File: src/rtl/yarp_mc_ctrl_if.sv
`default_nettype none
// ============================================================================
// Module   : yarp_mc_ctrl_if
// Brief    : Fetch, decode, data-memory and status bundle of the YARP controller
// Revision : 1.0 - initial release
// ============================================================================
interface yarp_mc_ctrl_if;
   logic        imem_req_o;
   logic [31:0] imem_addr_o;
   logic        imem_rvalid_i;
   logic [31:0] imem_rdata_i;
   logic [31:0] instr_o;
   logic [6:0]  op_i;
   logic        r_type_i;
   logic        i_type_i;
   logic        s_type_i;
   logic        b_type_i;
   logic        u_type_i;
   logic        j_type_i;
   logic        branch_taken_i;
   logic [31:0] next_pc_i;
   logic        dmem_req_o;
   logic        dmem_wr_o;
   logic        dmem_rvalid_i;
   logic        rf_wr_en_o;
   logic [31:0] pc_o;
   logic        retire_o;
   logic [31:0] instret_o;
   logic        halted_o;
   logic [1:0]  err_code_o;

   modport master (
      output imem_req_o, imem_addr_o, instr_o, dmem_req_o, dmem_wr_o,
             rf_wr_en_o, pc_o, retire_o, instret_o, halted_o, err_code_o,
      input  imem_rvalid_i, imem_rdata_i, op_i, r_type_i, i_type_i, s_type_i,
             b_type_i, u_type_i, j_type_i, branch_taken_i, next_pc_i,
             dmem_rvalid_i
   );

   modport slave (
      input  imem_req_o, imem_addr_o, instr_o, dmem_req_o, dmem_wr_o,
             rf_wr_en_o, pc_o, retire_o, instret_o, halted_o, err_code_o,
      output imem_rvalid_i, imem_rdata_i, op_i, r_type_i, i_type_i, s_type_i,
             b_type_i, u_type_i, j_type_i, branch_taken_i, next_pc_i,
             dmem_rvalid_i
   );
endinterface
`default_nettype wire

File: src/rtl/yarp_mc_ctrl.sv
`default_nettype none
// ============================================================================
// Module   : yarp_mc_ctrl
// Brief    : Multi-cycle fetch/execute/memory/write-back sequencer for YARP
// Revision : 1.0 - initial release
// ============================================================================
module yarp_mc_ctrl #(
   parameter logic [31:0] RESET_PC    = 32'h0000_0000,
   parameter int          MEM_TIMEOUT = 255
) (
   input  logic           clk,
   input  logic           reset,
   yarp_mc_ctrl_if.master bus
);

   typedef enum logic [2:0] {
      S_FETCH  = 3'd0,
      S_WAIT_I = 3'd1,
      S_DECODE = 3'd2,
      S_EXEC   = 3'd3,
      S_MEM    = 3'd4,
      S_WAIT_D = 3'd5,
      S_WB     = 3'd6,
      S_ERROR  = 3'd7
   } state_t;

   localparam logic [15:0] c_timeout     = 16'(MEM_TIMEOUT);
   localparam logic [6:0]  c_op_load     = 7'h03;
   localparam logic [6:0]  c_op_jalr     = 7'h67;
   localparam logic [1:0]  c_err_illegal = 2'd1;
   localparam logic [1:0]  c_err_timeout = 2'd2;
   localparam logic [1:0]  c_err_align   = 2'd3;

   state_t      r_state;
   logic [31:0] r_pc;
   logic [31:0] r_instr;
   logic [31:0] r_instret;
   logic [15:0] r_wait_cnt;
   logic [1:0]  r_err_code;
   logic        r_halted;
   logic        r_imem_req;
   logic        r_dmem_req;
   logic        r_dmem_wr;
   logic        r_rf_wr_en;
   logic        r_retire;

   logic        w_any_type;
   logic        w_is_mem;
   logic        w_writes_rf;
   logic        w_redirect;
   logic        w_misaligned;

   // Decode flags come from the latched instruction, so they are stable
   // from DECODE onward and safe to use for registering the strobes.
   assign w_any_type   = bus.r_type_i | bus.i_type_i | bus.s_type_i |
                         bus.b_type_i | bus.u_type_i | bus.j_type_i;
   assign w_is_mem     = bus.s_type_i | (bus.op_i == c_op_load);
   assign w_writes_rf  = bus.r_type_i | bus.i_type_i | bus.u_type_i | bus.j_type_i;
   assign w_redirect   = bus.j_type_i | (bus.op_i == c_op_jalr) |
                         (bus.b_type_i & bus.branch_taken_i);
   assign w_misaligned = w_redirect & (bus.next_pc_i[1:0] != 2'b00);

   always_ff @(posedge clk or posedge reset) begin
      if (reset) begin
         r_state    <= S_FETCH;
         r_pc       <= RESET_PC;
         r_instr    <= 32'h0;
         r_instret  <= 32'h0;
         r_wait_cnt <= 16'h0;
         r_err_code <= 2'd0;
         r_halted   <= 1'b0;
         r_imem_req <= 1'b1;
         r_dmem_req <= 1'b0;
         r_dmem_wr  <= 1'b0;
         r_rf_wr_en <= 1'b0;
         r_retire   <= 1'b0;
      end else begin
         r_imem_req <= 1'b0;
         r_dmem_req <= 1'b0;
         r_dmem_wr  <= 1'b0;
         r_rf_wr_en <= 1'b0;
         r_retire   <= 1'b0;
         case (r_state)
            S_FETCH: begin
               r_wait_cnt <= 16'h0;
               r_state    <= S_WAIT_I;
            end
            S_WAIT_I: begin
               if (bus.imem_rvalid_i) begin
                  r_instr <= bus.imem_rdata_i;
                  r_state <= S_DECODE;
               end else if (r_wait_cnt == c_timeout) begin
                  r_err_code <= c_err_timeout;
                  r_halted   <= 1'b1;
                  r_state    <= S_ERROR;
               end else begin
                  r_wait_cnt <= r_wait_cnt + 16'd1;
               end
            end
            S_DECODE: begin
               if (!w_any_type) begin
                  r_err_code <= c_err_illegal;
                  r_halted   <= 1'b1;
                  r_state    <= S_ERROR;
               end else begin
                  r_state <= S_EXEC;
               end
            end
            S_EXEC: begin
               if (w_is_mem) begin
                  r_dmem_req <= 1'b1;
                  r_dmem_wr  <= bus.s_type_i;
                  r_state    <= S_MEM;
               end else if (w_misaligned) begin
                  // Faulting here keeps WB from ever pulsing rf_wr_en/retire.
                  r_err_code <= c_err_align;
                  r_halted   <= 1'b1;
                  r_state    <= S_ERROR;
               end else begin
                  r_rf_wr_en <= w_writes_rf;
                  r_retire   <= 1'b1;
                  r_state    <= S_WB;
               end
            end
            S_MEM: begin
               r_wait_cnt <= 16'h0;
               r_state    <= S_WAIT_D;
            end
            S_WAIT_D: begin
               if (bus.dmem_rvalid_i) begin
                  r_rf_wr_en <= w_writes_rf;
                  r_retire   <= 1'b1;
                  r_state    <= S_WB;
               end else if (r_wait_cnt == c_timeout) begin
                  r_err_code <= c_err_timeout;
                  r_halted   <= 1'b1;
                  r_state    <= S_ERROR;
               end else begin
                  r_wait_cnt <= r_wait_cnt + 16'd1;
               end
            end
            S_WB: begin
               r_pc       <= w_redirect ? bus.next_pc_i : (r_pc + 32'd4);
               r_instret  <= r_instret + 32'd1;
               r_imem_req <= 1'b1;
               r_state    <= S_FETCH;
            end
            S_ERROR: begin
               r_state <= S_ERROR;
            end
            default: begin
               r_halted <= 1'b1;
               r_state  <= S_ERROR;
            end
         endcase
      end
   end

   assign bus.imem_req_o  = r_imem_req;
   assign bus.imem_addr_o = r_pc;
   assign bus.instr_o     = r_instr;
   assign bus.dmem_req_o  = r_dmem_req;
   assign bus.dmem_wr_o   = r_dmem_wr;
   assign bus.rf_wr_en_o  = r_rf_wr_en;
   assign bus.pc_o        = r_pc;
   assign bus.retire_o    = r_retire;
   assign bus.instret_o   = r_instret;
   assign bus.halted_o    = r_halted;
   assign bus.err_code_o  = r_err_code;

endmodule
`default_nettype wire

File: src/flat_wrapper.sv
// flat-port wrapper written by rule: the top's interface ports become plain ports
module yarp_mc_ctrl_flat 
#(
   parameter logic [31:0] RESET_PC    = 32'h0000_0000,
   parameter int          MEM_TIMEOUT = 255
)
  (clk, reset, bus_imem_req_o, bus_imem_addr_o, bus_instr_o, bus_dmem_req_o, bus_dmem_wr_o, bus_rf_wr_en_o, bus_pc_o, bus_retire_o, bus_instret_o, bus_halted_o, bus_err_code_o, bus_imem_rvalid_i, bus_imem_rdata_i, bus_op_i, bus_r_type_i, bus_i_type_i, bus_s_type_i, bus_b_type_i, bus_u_type_i, bus_j_type_i, bus_branch_taken_i, bus_next_pc_i, bus_dmem_rvalid_i);
  yarp_mc_ctrl_if bus_i ();
  input  logic clk;
  input  logic reset;
  output wire logic [$bits(bus_i.imem_req_o)-1:0] bus_imem_req_o;
  output wire logic [$bits(bus_i.imem_addr_o)-1:0] bus_imem_addr_o;
  output wire logic [$bits(bus_i.instr_o)-1:0] bus_instr_o;
  output wire logic [$bits(bus_i.dmem_req_o)-1:0] bus_dmem_req_o;
  output wire logic [$bits(bus_i.dmem_wr_o)-1:0] bus_dmem_wr_o;
  output wire logic [$bits(bus_i.rf_wr_en_o)-1:0] bus_rf_wr_en_o;
  output wire logic [$bits(bus_i.pc_o)-1:0] bus_pc_o;
  output wire logic [$bits(bus_i.retire_o)-1:0] bus_retire_o;
  output wire logic [$bits(bus_i.instret_o)-1:0] bus_instret_o;
  output wire logic [$bits(bus_i.halted_o)-1:0] bus_halted_o;
  output wire logic [$bits(bus_i.err_code_o)-1:0] bus_err_code_o;
  input wire logic [$bits(bus_i.imem_rvalid_i)-1:0] bus_imem_rvalid_i;
  input wire logic [$bits(bus_i.imem_rdata_i)-1:0] bus_imem_rdata_i;
  input wire logic [$bits(bus_i.op_i)-1:0] bus_op_i;
  input wire logic [$bits(bus_i.r_type_i)-1:0] bus_r_type_i;
  input wire logic [$bits(bus_i.i_type_i)-1:0] bus_i_type_i;
  input wire logic [$bits(bus_i.s_type_i)-1:0] bus_s_type_i;
  input wire logic [$bits(bus_i.b_type_i)-1:0] bus_b_type_i;
  input wire logic [$bits(bus_i.u_type_i)-1:0] bus_u_type_i;
  input wire logic [$bits(bus_i.j_type_i)-1:0] bus_j_type_i;
  input wire logic [$bits(bus_i.branch_taken_i)-1:0] bus_branch_taken_i;
  input wire logic [$bits(bus_i.next_pc_i)-1:0] bus_next_pc_i;
  input wire logic [$bits(bus_i.dmem_rvalid_i)-1:0] bus_dmem_rvalid_i;
  assign bus_imem_req_o = bus_i.imem_req_o;
  assign bus_imem_addr_o = bus_i.imem_addr_o;
  assign bus_instr_o = bus_i.instr_o;
  assign bus_dmem_req_o = bus_i.dmem_req_o;
  assign bus_dmem_wr_o = bus_i.dmem_wr_o;
  assign bus_rf_wr_en_o = bus_i.rf_wr_en_o;
  assign bus_pc_o = bus_i.pc_o;
  assign bus_retire_o = bus_i.retire_o;
  assign bus_instret_o = bus_i.instret_o;
  assign bus_halted_o = bus_i.halted_o;
  assign bus_err_code_o = bus_i.err_code_o;
  assign bus_i.imem_rvalid_i = bus_imem_rvalid_i;
  assign bus_i.imem_rdata_i = bus_imem_rdata_i;
  assign bus_i.op_i = bus_op_i;
  assign bus_i.r_type_i = bus_r_type_i;
  assign bus_i.i_type_i = bus_i_type_i;
  assign bus_i.s_type_i = bus_s_type_i;
  assign bus_i.b_type_i = bus_b_type_i;
  assign bus_i.u_type_i = bus_u_type_i;
  assign bus_i.j_type_i = bus_j_type_i;
  assign bus_i.branch_taken_i = bus_branch_taken_i;
  assign bus_i.next_pc_i = bus_next_pc_i;
  assign bus_i.dmem_rvalid_i = bus_dmem_rvalid_i;
  yarp_mc_ctrl #(.RESET_PC(RESET_PC), .MEM_TIMEOUT(MEM_TIMEOUT)) u_core (.clk(clk), .reset(reset), .bus(bus_i));
endmodule
File: config.mk
export PLATFORM = sky130hd
export DESIGN_NAME = yarp_mc_ctrl_flat
export DESIGN_NICKNAME = d
export VERILOG_FILES = /design/src/rtl/yarp_mc_ctrl_if.sv /design/src/rtl/yarp_mc_ctrl.sv /design/src/flat_wrapper.sv
export SDC_FILE = /design/constraint.sdc
export NUM_CORES = 1
export LEC_CHECK = 0
export CAP_MARGIN = 10
export CELL_PAD_IN_SITES_DETAIL_PLACEMENT = 0
export CELL_PAD_IN_SITES_GLOBAL_PLACEMENT = 1
export CORE_MARGIN = 4
export CORE_UTILIZATION = 31
export DETAILED_ROUTE_END_ITERATION = 7
export PLACE_DENSITY_LB_ADDON = 0.1
export SYNTH_ARGS = -nofsm -noshare
export SYNTH_HDL_FRONTEND = slang
export SYNTH_SLANG_ARGS = --single-unit
File: constraint.sdc
create_clock -name clk -period 4 [get_ports clk]
set_clock_uncertainty 0.05 [all_clocks]
set_input_delay 0.8 -clock clk [delete_from_list [all_inputs] [get_ports clk]]
set_output_delay 0.8 -clock clk [all_outputs]
set_load 0.05 [all_outputs]
==> results.md <==
- Status: complete, no violations
- CP arrival: 3190 ps
- GR peak layer: met2
- Hold Crit Class: register to register
- CTS Buf Count: 17
- Ys async rst share: 100%
- Fraction of layout cells with a size suffix above 1: 10.6%
- I/O pin count: roughly 220
- DRC viols: 0
- GRT met2 Usage: 26.0%
- Clk_lat worst skew: 410 ps
- Power per Cell Area: 835 nW/um2
- Setup TNS: 0 ps
- Min Tclk post-route: a little under 3000 ps
- Antenna violations before repair: 0
- DP HPWL: 13300 um
- Post-CTS Setup Inserts: 0
- Average via count per standard cell: approximately 5
- DP Worst Slack: 1000 ps
- Die X: about 150 um
- Root Driver: clkbuf_16
- R2R Path End: u_core.bus.imem_addr_o[0]$_DFFE_PP0P_
- Mapped Area: ~6200 um2
- CTS tree: yes
- Post-cts repair resize count: 0
- Nets: 875
- Delay of the slowest critical-path stage: approximately 680 ps
- Reg-to-Reg Start: u_core.r_state[1]$_DFF_PP0_
- EDFF count, synth: 0
- Pleak: 3.63 nW
- Iteration-0 DRC count of the detailed router: 298
- GRT Overall Usage: 16.7%
- CP Cell Sequence: nor2b_1 -> nand2_1 -> inv_2 -> nand2_1 -> mux2_2
- Bufs and invs on worst path: 1
- Final RePlAce weighted congestion: 0.809
- Cells on worst reg2reg path: 5
- Height of the die: between 100 and 150 um
- CP max-delay cell: inv_2
- Core box area: 19600 um2
- Hold EP: u_core.bus.halted_o$_DFFE_PP0P_
- Area Growth Syn to Fin: 45.9%
- CP top delay family: simple AND/OR/NAND/NOR gates
- Worst Tran Pin Value: around 1100 ps
- Crit path max fanout: 37
- Remaining global-route overflow: 0
- Input/output buffers: 217
- Netlist cell types: 60
- Setup WS post-layout: approximately 1100 ps
- Critical Path RT: 4240 ps
- YS warnings: 0
- Grt met1 use: between 20% and 30%
- Worst VDD drop: 0.000427 V
- Sequential area share after synthesis: 49.7%
- Number of setup violations in the final report: 0
- H-tree levels: 4
- Slew headroom: 27.5%
- Initial core utilization: 31.6%
- Hold path depth: 1
- Drt total wl: ~18000 um
- First-pass GRT wire length: 29500 um
- Achievable Freq: around 340 MHz
- Max-slew violations: 0
- Crit Path Category: register to register
- Largest net degree at the start of global routing: 75
- Post-Syn Instances: 605
- Max-Cap Viols: 0
- Startpoint types: register
- Drt wl/cell: 17.1 um
- FF+latch count, synth: 123
- Most used DFF post-synth: dfrtp_1
- CP Capture Type: register
- Avg Inst Size Synth: 10.2 um2
- Post-synth top area share: 49.3%
- TritonCTS Sinks: 123
- Vias in the first global route: approximately 5400
- FP Rows: 51
- Worst-path clk slew: 60 ps
- Yosys top cell by area: dfrtp_1
- Routed vias: 5377
- RSZ-0062 raised after global routing: false
- Routed Antenna Nets: 0
- Met3 GRT Util: 5.77%
- Mapped Nets: 690
- Hold_sp: u_core.bus.halted_o$_DFFE_PP0P_
- Most frequent CP cell: nand2_1
- Hold Vio Cnt, Final: 0
- Post-CTS Hold Buffers: 0
- Top cells by area, synth: dfrtp_1 49%, mux2_2 6.2%, buf_4 3.9%
- Reg-to-reg setup timing slack: 1060 ps
- DR pass1 iterations: 4
- ANT cells: 0
- Maximum clock insertion buffer count: 2
- Period Utilization, post-route: 73.6%
- Die ar.: 22300 um2
## layer usage
metal,vias to the layer above,wire length [um]
met5,-,0
met4,0,116
met3,10,1540
met2,197,8520
met1,2609,8110
li1,2561,-
## synthesized netlist by cell type, types with 6 or more instances
cell type,instances
nor4_1,9
and3_1,12
nand2_1,48
nand3_1,38
buf_2,6
o22ai_1,11
a2bb2oi_1,9
xor2_1,13
dfrtp_1,122
buf_4,32
nor2_1,34
a21oi_1,39
and4_1,8
xnor2_1,27
mux2_2,34
inv_1,10
or3_1,7
o21ai_0,22
nor3_1,9
clkbuf_1,16
nand4_1,26
a31oi_1,6
and2_1,8
## sequential cells by signal (all words and copies together) (netlist names)
name / count
u_core.bus.dmem_req_o: 1
u_core.bus.dmem_wr_o: 1
u_core.bus.err_code_o: 2
u_core.bus.halted_o: 1
u_core.bus.imem_addr_o: 32
u_core.bus.imem_req_o: 1
u_core.bus.instr_o: 32
u_core.bus.instret_o: 32
u_core.bus.retire_o: 1
u_core.bus.rf_wr_en_o: 1
u_core.r_state: 3
u_core.r_wait_cnt: 16
## cell type report
| class | instances | area (um2) |
|---|---|---|
| Timing Repair Buffer | 224 | 2260 |
| Clock inverter | 15 | 164 |
| Fill cell | 1851 | 10600 |
| Sequential cell | 123 | 3080 |
| Multi-Input combinational cell | 413 | 2730 |
| Clock buffer | 17 | 425 |
| Tap cell | 265 | 332 |
| Inverter | 11 | 45.0 |
## where the power goes
group,internal [mW],switching [mW],total [mW],leakage (nW)
Combinational,1.34,2.57,3.91,1.82
Clock,0.929,0.614,1.54,0.279
Sequential,1.63,0.463,2.10,1.54
Total,3.90,3.64,7.55,3.63
## metrics by stage
| stage | cell area, um2 | hold slack [ps] | util [%] | instances | power [mW] |
|---|---|---|---|---|---|
| 2_1_floorplan | 6200 | 453 | - | 605 | 4.84 |
| 3_3_place_gp | 8450 | 423 | 43.1 | 1036 | 6.02 |
| 3_5_place_dp | 8450 | 401 | 43.1 | 1036 | 6.06 |
| 4_1_cts | 9040 | 428 | 46.1 | 1068 | 7.63 |
| 5_1_grt | 9040 | 442 | 46.1 | 1068 | 7.93 |
| 6_report | 9040 | 425 | 46.1 | 1068 | 7.55 |
## worst max-delay path by stage
stage                                           start                               endpoint  slack (ps)  depth (start not counted)
after floorplan                                 reset        u_core.bus.dmem_req_o$_DFF_PP0_        1640                          1
final                     u_core.r_state[1]$_DFF_PP0_  u_core.bus.imem_addr_o[0]$_DFFE_PP0P_        1060                          5
after detailed placement  u_core.r_state[1]$_DFF_PP0_  u_core.bus.imem_addr_o[1]$_DFFE_PP0P_        1000                          5
after global routing      u_core.r_state[1]$_DFF_PP0_  u_core.bus.imem_addr_o[0]$_DFFE_PP0P_         720                          5
after CTS                 u_core.r_state[1]$_DFF_PP0_  u_core.bus.imem_addr_o[0]$_DFFE_PP0P_         980                          5
after global placement                   bus_j_type_i   u_core.bus.err_code_o[0]$_DFFE_PP0P_        1110                          6
## cells in the final DEF (no fill, tap or decap), types with 5 or more instances in the layout
master           count
and4_1               8
and2_1               8
o22ai_1             11
nand4_1             26
nand3_1             38
a2bb2oi_1            9
nor3_1               8
clkbuf_16           17
nor4_1               9
xnor2_1             27
inv_6                5
clkinvlp_4           5
o21ai_0             22
nor2_1              34
or3_1                7
mux2_2              34
a21oi_1             39
clkdlybuf4s50_1    217
a31oi_1              6
nand2_1             48
dfrtp_1            122
inv_1                9
xor2_1              13
and3_1              12
## cell families (layout without fill, tap and decap cells)
kind of cell               count (synthesis)  count (layout)  synth area share, %
and+or+nand+nor                          215             215                 18.6
DFF                                      123             123                 49.7
AOI/OAI and AO/OA                        118             118                 12.3
buffers and inverters                     69             267                 6.36
xor gates and xnor gates                  40              40                 5.65
muxes                                     37              37                 6.79
adders and majority gates                  3               3                0.606
## worst reg2reg max path, stage by stage (launching register included)
cell and delay [ps]:
dfrtp_1 600, nor2b_1 360, nand2_1 430, inv_2 680, nand2_1 360, mux2_2 350
Power figures use the tool's default switching activity.
